[src/rtl/trigger_conditioner.sv]
// +----------------------------------------------------------------------------+
// | Module      : trigger_conditioner                                          |
// | Description : Synchronises and debounces a front-panel button and issues   |
// |               one active-low trigger per accepted press, with hold-off,    |
// |               latched duration and zero-duration rejection.                |
// |               Optional macro TRIG_COUNT_EN builds the accepted-trigger     |
// |               counter; otherwise trig_count is tied to zero.               |
// | Revision    : 1.0  initial release                                         |
// +----------------------------------------------------------------------------+
`default_nettype none

module trigger_conditioner #(
    parameter int DEB_CYCLES     = 50000,
    parameter int HOLDOFF_CYCLES = 1000
) (
    input  logic        clk_Trig,
    input  logic        rst,
    input  logic        button_n,
    input  logic [7:0]  duration_in,
    input  logic        pulse_active,
    output logic        trig_n,
    output logic [7:0]  duration,
    output logic        armed,
    output logic        err_zero,
    output logic [15:0] trig_count
);

    // Widths stay at least one bit so a parameter of 1 still yields a legal counter.
    localparam int c_DEB_W = (DEB_CYCLES > 1) ? $clog2(DEB_CYCLES) : 1;
    localparam int c_HO_W  = (HOLDOFF_CYCLES > 1) ? $clog2(HOLDOFF_CYCLES) : 1;
    localparam logic [c_DEB_W-1:0] c_DEB_LAST = c_DEB_W'(DEB_CYCLES - 1);
    localparam logic [c_HO_W-1:0]  c_HO_LAST  = c_HO_W'(HOLDOFF_CYCLES - 1);

    localparam logic [2:0] c_S_IDLE     = 3'd0;
    localparam logic [2:0] c_S_DEBOUNCE = 3'd1;
    localparam logic [2:0] c_S_FIRE     = 3'd2;
    localparam logic [2:0] c_S_HOLDOFF  = 3'd3;
    localparam logic [2:0] c_S_WAIT_REL = 3'd4;

    logic [2:0]         r_state;
    logic               r_sync1;
    logic               r_sync2;
    logic [c_DEB_W-1:0] r_deb_cnt;
    logic [c_HO_W-1:0]  r_ho_cnt;
    logic               r_trig_n;
    logic [7:0]         r_duration;
    logic               r_armed;
    logic               r_err_zero;
    logic               w_b_s;

    assign w_b_s = r_sync2;

    always_ff @(posedge clk_Trig) begin
        if (rst) begin
            r_sync1    <= 1'b1;
            r_sync2    <= 1'b1;
            r_state    <= c_S_IDLE;
            r_deb_cnt  <= '0;
            r_ho_cnt   <= '0;
            r_trig_n   <= 1'b1;
            r_duration <= 8'd0;
            r_armed    <= 1'b1;
            r_err_zero <= 1'b0;
        end else begin
            r_sync1    <= button_n;
            r_sync2    <= r_sync1;
            r_trig_n   <= 1'b1;
            r_err_zero <= 1'b0;
            case (r_state)
                c_S_IDLE: begin
                    r_armed <= 1'b1;
                    if (!w_b_s) begin
                        r_state   <= c_S_DEBOUNCE;
                        r_deb_cnt <= '0;
                    end
                end
                c_S_DEBOUNCE: begin
                    if (w_b_s) begin
                        r_state <= c_S_IDLE;
                    end else if (r_deb_cnt == c_DEB_LAST) begin
                        if (duration_in != 8'd0) begin
                            r_state    <= c_S_FIRE;
                            r_duration <= duration_in;
                            r_trig_n   <= 1'b0;
                        end else begin
                            r_state    <= c_S_WAIT_REL;
                            r_err_zero <= 1'b1;
                            r_armed    <= 1'b0;
                            r_deb_cnt  <= '0;
                        end
                    end else begin
                        r_deb_cnt <= r_deb_cnt + c_DEB_W'(1);
                    end
                end
                c_S_FIRE: begin
                    r_state  <= c_S_HOLDOFF;
                    r_ho_cnt <= '0;
                    r_armed  <= 1'b0;
                end
                c_S_HOLDOFF: begin
                    // The downstream pulse must also have finished before release tracking starts.
                    if ((r_ho_cnt == c_HO_LAST) && !pulse_active) begin
                        r_state   <= c_S_WAIT_REL;
                        r_deb_cnt <= '0;
                    end else if (r_ho_cnt != c_HO_LAST) begin
                        r_ho_cnt <= r_ho_cnt + c_HO_W'(1);
                    end
                end
                c_S_WAIT_REL: begin
                    if (!w_b_s) begin
                        r_deb_cnt <= '0;
                    end else if (r_deb_cnt == c_DEB_LAST) begin
                        r_state <= c_S_IDLE;
                        r_armed <= 1'b1;
                    end else begin
                        r_deb_cnt <= r_deb_cnt + c_DEB_W'(1);
                    end
                end
                default: begin
                    r_state <= c_S_IDLE;
                    r_armed <= 1'b1;
                end
            endcase
        end
    end

    assign trig_n   = r_trig_n;
    assign duration = r_duration;
    assign armed    = r_armed;
    assign err_zero = r_err_zero;

`ifdef TRIG_COUNT_EN
    logic [15:0] r_trig_count;

    // FIRE lasts exactly one cycle, so counting while in it counts each entry once.
    always_ff @(posedge clk_Trig) begin
        if (rst) begin
            r_trig_count <= 16'd0;
        end else if ((r_state == c_S_FIRE) && (r_trig_count != 16'hFFFF)) begin
            r_trig_count <= r_trig_count + 16'd1;
        end
    end

    assign trig_count = r_trig_count;
`else
    assign trig_count = 16'd0;
`endif

endmodule

`default_nettype wire
[config.mk]
export PLATFORM = sky130hd
export DESIGN_NAME = trigger_conditioner
export DESIGN_NICKNAME = d
export VERILOG_FILES = /design/src/rtl/trigger_conditioner.sv
export SDC_FILE = /design/constraint.sdc
export NUM_CORES = 1
export LEC_CHECK = 0
export BUFFER_PORTS_ARGS = -buffer_cell sky130_fd_sc_hd__buf_2
export CORE_MARGIN = 5
export CORE_UTILIZATION = 49
export DETAILED_ROUTE_END_ITERATION = 10
export PLACE_DENSITY = 0.81
export SETUP_SLACK_MARGIN = 0.15
export SLEW_MARGIN = 10
export SYNTH_ARGS = -nofsm -noshare
export SYNTH_HDL_FRONTEND = slang
export SYNTH_SLANG_ARGS = --single-unit
export TNS_END_PERCENT = 30
[constraint.sdc]
create_clock -name clk_Trig -period 2.4 [get_ports clk_Trig]
set_clock_uncertainty 0.1 [all_clocks]
set_input_delay 0.48 -clock clk_Trig [delete_from_list [all_inputs] [get_ports clk_Trig]]
set_output_delay 0.48 -clock clk_Trig [all_outputs]
set_load 0.1 [all_outputs]
==> results.toml <==
[status]
status = "completed"

[yosys]
yosysTopAreaCell = "dfxtp_1"
synth_area_um2 = 2270
synthArstFlopShare_pct = 0
synth_cell_types = 47
syn_inst = 270
synth_area_leaders = "dfxtp_1 (37%), buf_4 (5.3%), mux2i_1 (4.9%), nand3_1 (4.9%), nor2_1 (4.5%)"
syn_area_per_cell_um2 = 8.39
ys_seq_elements = 42
seq_area_frac_synth_pct = 37.1
yosys_warnings = 0
yosys.area.top_type_share_pct = 37.1
synth_edf_count = 0
synthFlopType = "dfxtp_1"

[global_routing]
grt_pass1_wl_um = 9120
use_met1_pct = 20.9
antenna_found_initial = 0
grt_max_degree = 16
grt_busiest_layer = "met2"
globalRoute.totalOverflow = 0
grt_pass1_vias = 2081
use_met3_pct = 4.51
grt_usage_pct = 18.2
grt_use_met2_pct = 30.6

[floorplanning]
die_area_um2 = 6080
die_w_um = 78
core_region_area_um2 = 4410
initial_core_util_pct = 51.3
io_pins = 39
rows = 24
die_y_um = 78

[pwr]
seqPwrFrac_pct = 49.4
ir_drop_v = 0.000351
power_density_nw_per_um2 = 545
clockPowerShare_pct = 39.0
p_sw_share_pct = 27.4
switchingPower_mw = 0.390
p_int_mw = 1.03
power_leakage_nw = 0.936
p_comb_share_pct = 11.6

[worst_setup_path]
cp-startpoint = "r_deb_cnt[13]"
timing.rr.start = "r_deb_cnt[13]"
crit_type = "flip-flop to flip-flop"
required_ns = 2.48
crit_cells = 4
rrSetupSlack_ns = 0.18
cpLargestDelayFamily = "simple AND/OR/NAND/NOR gates"
r2r-end = "trig_n"
critical-path-max-stage-delay_ns = 0.54
reg2reg_depth = 4
worstPathCellList = "or4b_1 > or4_4 > or2_4 > or3_1"
cp-endpoint = "trig_n"
slowest_stage = "or4_4"
critPathBufInv = 0
start_kind = "flip-flop"
crit_path_end_kind = "flip-flop"
critPathMaxFanout = 7
arrival_ns = 2.29

[clock_network]
cts_max_level = 2
clock-sinks = 42
cts_tree = "built"
cts_root_buffer = "clkbuf_8"
cts-buffers-inserted = 5
clk_pin_slew_ns = 0.08
clk_path_buf_depth = 2
clk_latency_ns = 0.29

[drt]
drc_errors = 0
vias = 2097
vias_per_cell = 5.92
avgRoutedWirePerCell_um = 15.5
drtIter0Drc = 135
drt-total-wl_um = 5480
drtAntennaViolNets = 0
drt_pass1_iterations = 4

[place]
hpwl_um = 3810
gp_congestion = 0.897
port_buffers = 22

[timing]
finalHoldViolCount = 0
period_minus_slack_ns = 2.22
period_share_pct = 92.4
setup_tns_ns = 0
rsz0062_at_grt = "yes"
worstMarginPinSlew_ns = 0.752
slew_headroom_pct = 49.4
finalSetupViolCount = 0
fmaxAchievable_ghz = 0.451
slew_viol_final = 0

[final_layout]
nets = 315
n_antenna_cell = 0
drive_above_1_share_pct = 21.5
fillCellCount = 381
syn_to_final_growth_pct = 15.0
final_util_pct = 59.0

[hold_path]
min_path_type = "input port to flip-flop"

[job]
drv_cap = 0
## metrics by stage
step / setup WS, ns / instances / area [um^2] / hold slack [ns] / power, mW
global placement: 0.0110 / 346 / 2440 / 0.303 / 0.877
CTS: 0.137 / 354 / 2560 / 0.259 / 1.43
global route: 0.115 / 354 / 2610 / 0.254 / 1.46
detailed placement: -0.0337 / 346 / 2440 / 0.305 / 0.878
finish: 0.183 / 354 / 2610 / 0.264 / 1.42
floorplan: 0.161 / 285 / 2320 / 0.289 / 0.875
## kinds of logic (layout without fill, tap and decap cells)
| kind of cell | count (synthesis) | in the layout | synth area share [%] |
|---|---|---|---|
| compound gates | 39 | 39 | 12.7 |
| xor+xnor | 8 | 8 | 3.09 |
| fa+ha+maj | 2 | 2 | 1.10 |
| buf+inv | 38 | 55 | 9.33 |
| flops | 42 | 42 | 37.1 |
| mux | 11 | 11 | 4.86 |
| other cells | 1 | 16 | 0.165 |
| simple gates | 129 | 129 | 31.6 |
## layout make-up
cell class / count / area (um^2) / area share, %
clock inverters: 1 / 30.0 / 1.15
well taps: 52 / 65.1 / 2.50
inverters: 10 / 37.5 / 1.44
repair buffers: 37 / 226 / 8.69
clock buffers: 7 / 76.3 / 2.93
multi-input cells: 205 / 1330 / 50.8
flip-flops and latches: 42 / 846 / 32.5
## layer usage
layer | wire length [um] | vias up
li1 | - | 1021
met1 | 2260 | 978
met2 | 2720 | 84
met3 | 382 | 14
met4 | 118 | 0
met5 | 0 | -
## power by group through the flow
| stage | clock network, mW | logic (mW) | registers, mW |
|---|---|---|---|
| 2_1_floorplan | 0 | 0.157 | 0.718 |
| 3_3_place_gp | 0 | 0.159 | 0.718 |
| 3_5_place_dp | 0 | 0.161 | 0.718 |
| 4_1_cts | 0.563 | 0.162 | 0.701 |
| 5_1_grt | 0.591 | 0.171 | 0.702 |
| 6_report | 0.554 | 0.165 | 0.702 |
## registers in the layout, summed over array words and instances (netlist names)
signal     cells
armed          1
duration       8
err_zero       1
r_deb_cnt     16
r_ho_cnt      10
r_state        3
r_sync1        1
r_sync2        1
trig_n         1
## worst min-delay path by stage
stage | to | slack [ns] | start | cells after the start
global route | r_sync1 | 0.25 | button_n | 2
CTS | r_sync1 | 0.26 | button_n | 2
global placement | r_sync2 | 0.30 | r_sync1 | 1
floorplan | r_sync2 | 0.29 | r_sync1 | 1
detailed placement | r_sync2 | 0.30 | r_sync1 | 1
finish | r_sync1 | 0.26 | button_n | 2
## cells in the final DEF, fill, tap and decap left out, types with 4 or more instances in the layout
cell type,count
dfxtp_1,38
xor2_1,5
buf_2,22
nand2_1,20
a21oi_1,7
nor2_1,26
inv_1,10
nand3_1,21
conb_1,16
dfxtp_2,4
nand4_1,7
o311ai_1,6
nor3_1,4
or3_1,7
mux2i_1,10
nor2b_1,4
o211ai_1,7
nor4_1,7
buf_4,14
clkbuf_8,5
o311ai_0,4
## timing repair
| action | CTS | global route |
|---|---|---|
| pin swaps | 0 | 2 |
| buffers inserted | 0 | 0 |
| hold buffers | 0 | 0 |
| setup endpoints to repair | 19 | 28 |
| resized for setup | 3 | 15 |
## Yosys cell counts (5+ instances only)
| cell | instances |
|---|---|
| a21oi_1 | 7 |
| buf_4 | 16 |
| clkbuf_1 | 10 |
| dfxtp_1 | 42 |
| inv_1 | 10 |
| mux2i_1 | 11 |
| nand2_1 | 20 |
| nand3_1 | 22 |
| nand4_1 | 7 |
| nor2_1 | 27 |
| nor2b_1 | 5 |
| nor4_1 | 8 |
| o211ai_1 | 7 |
| o311ai_1 | 6 |
| or3_1 | 7 |
| xor2_1 | 5 |
No activity file was read; power rests on OpenSTA's default activity.
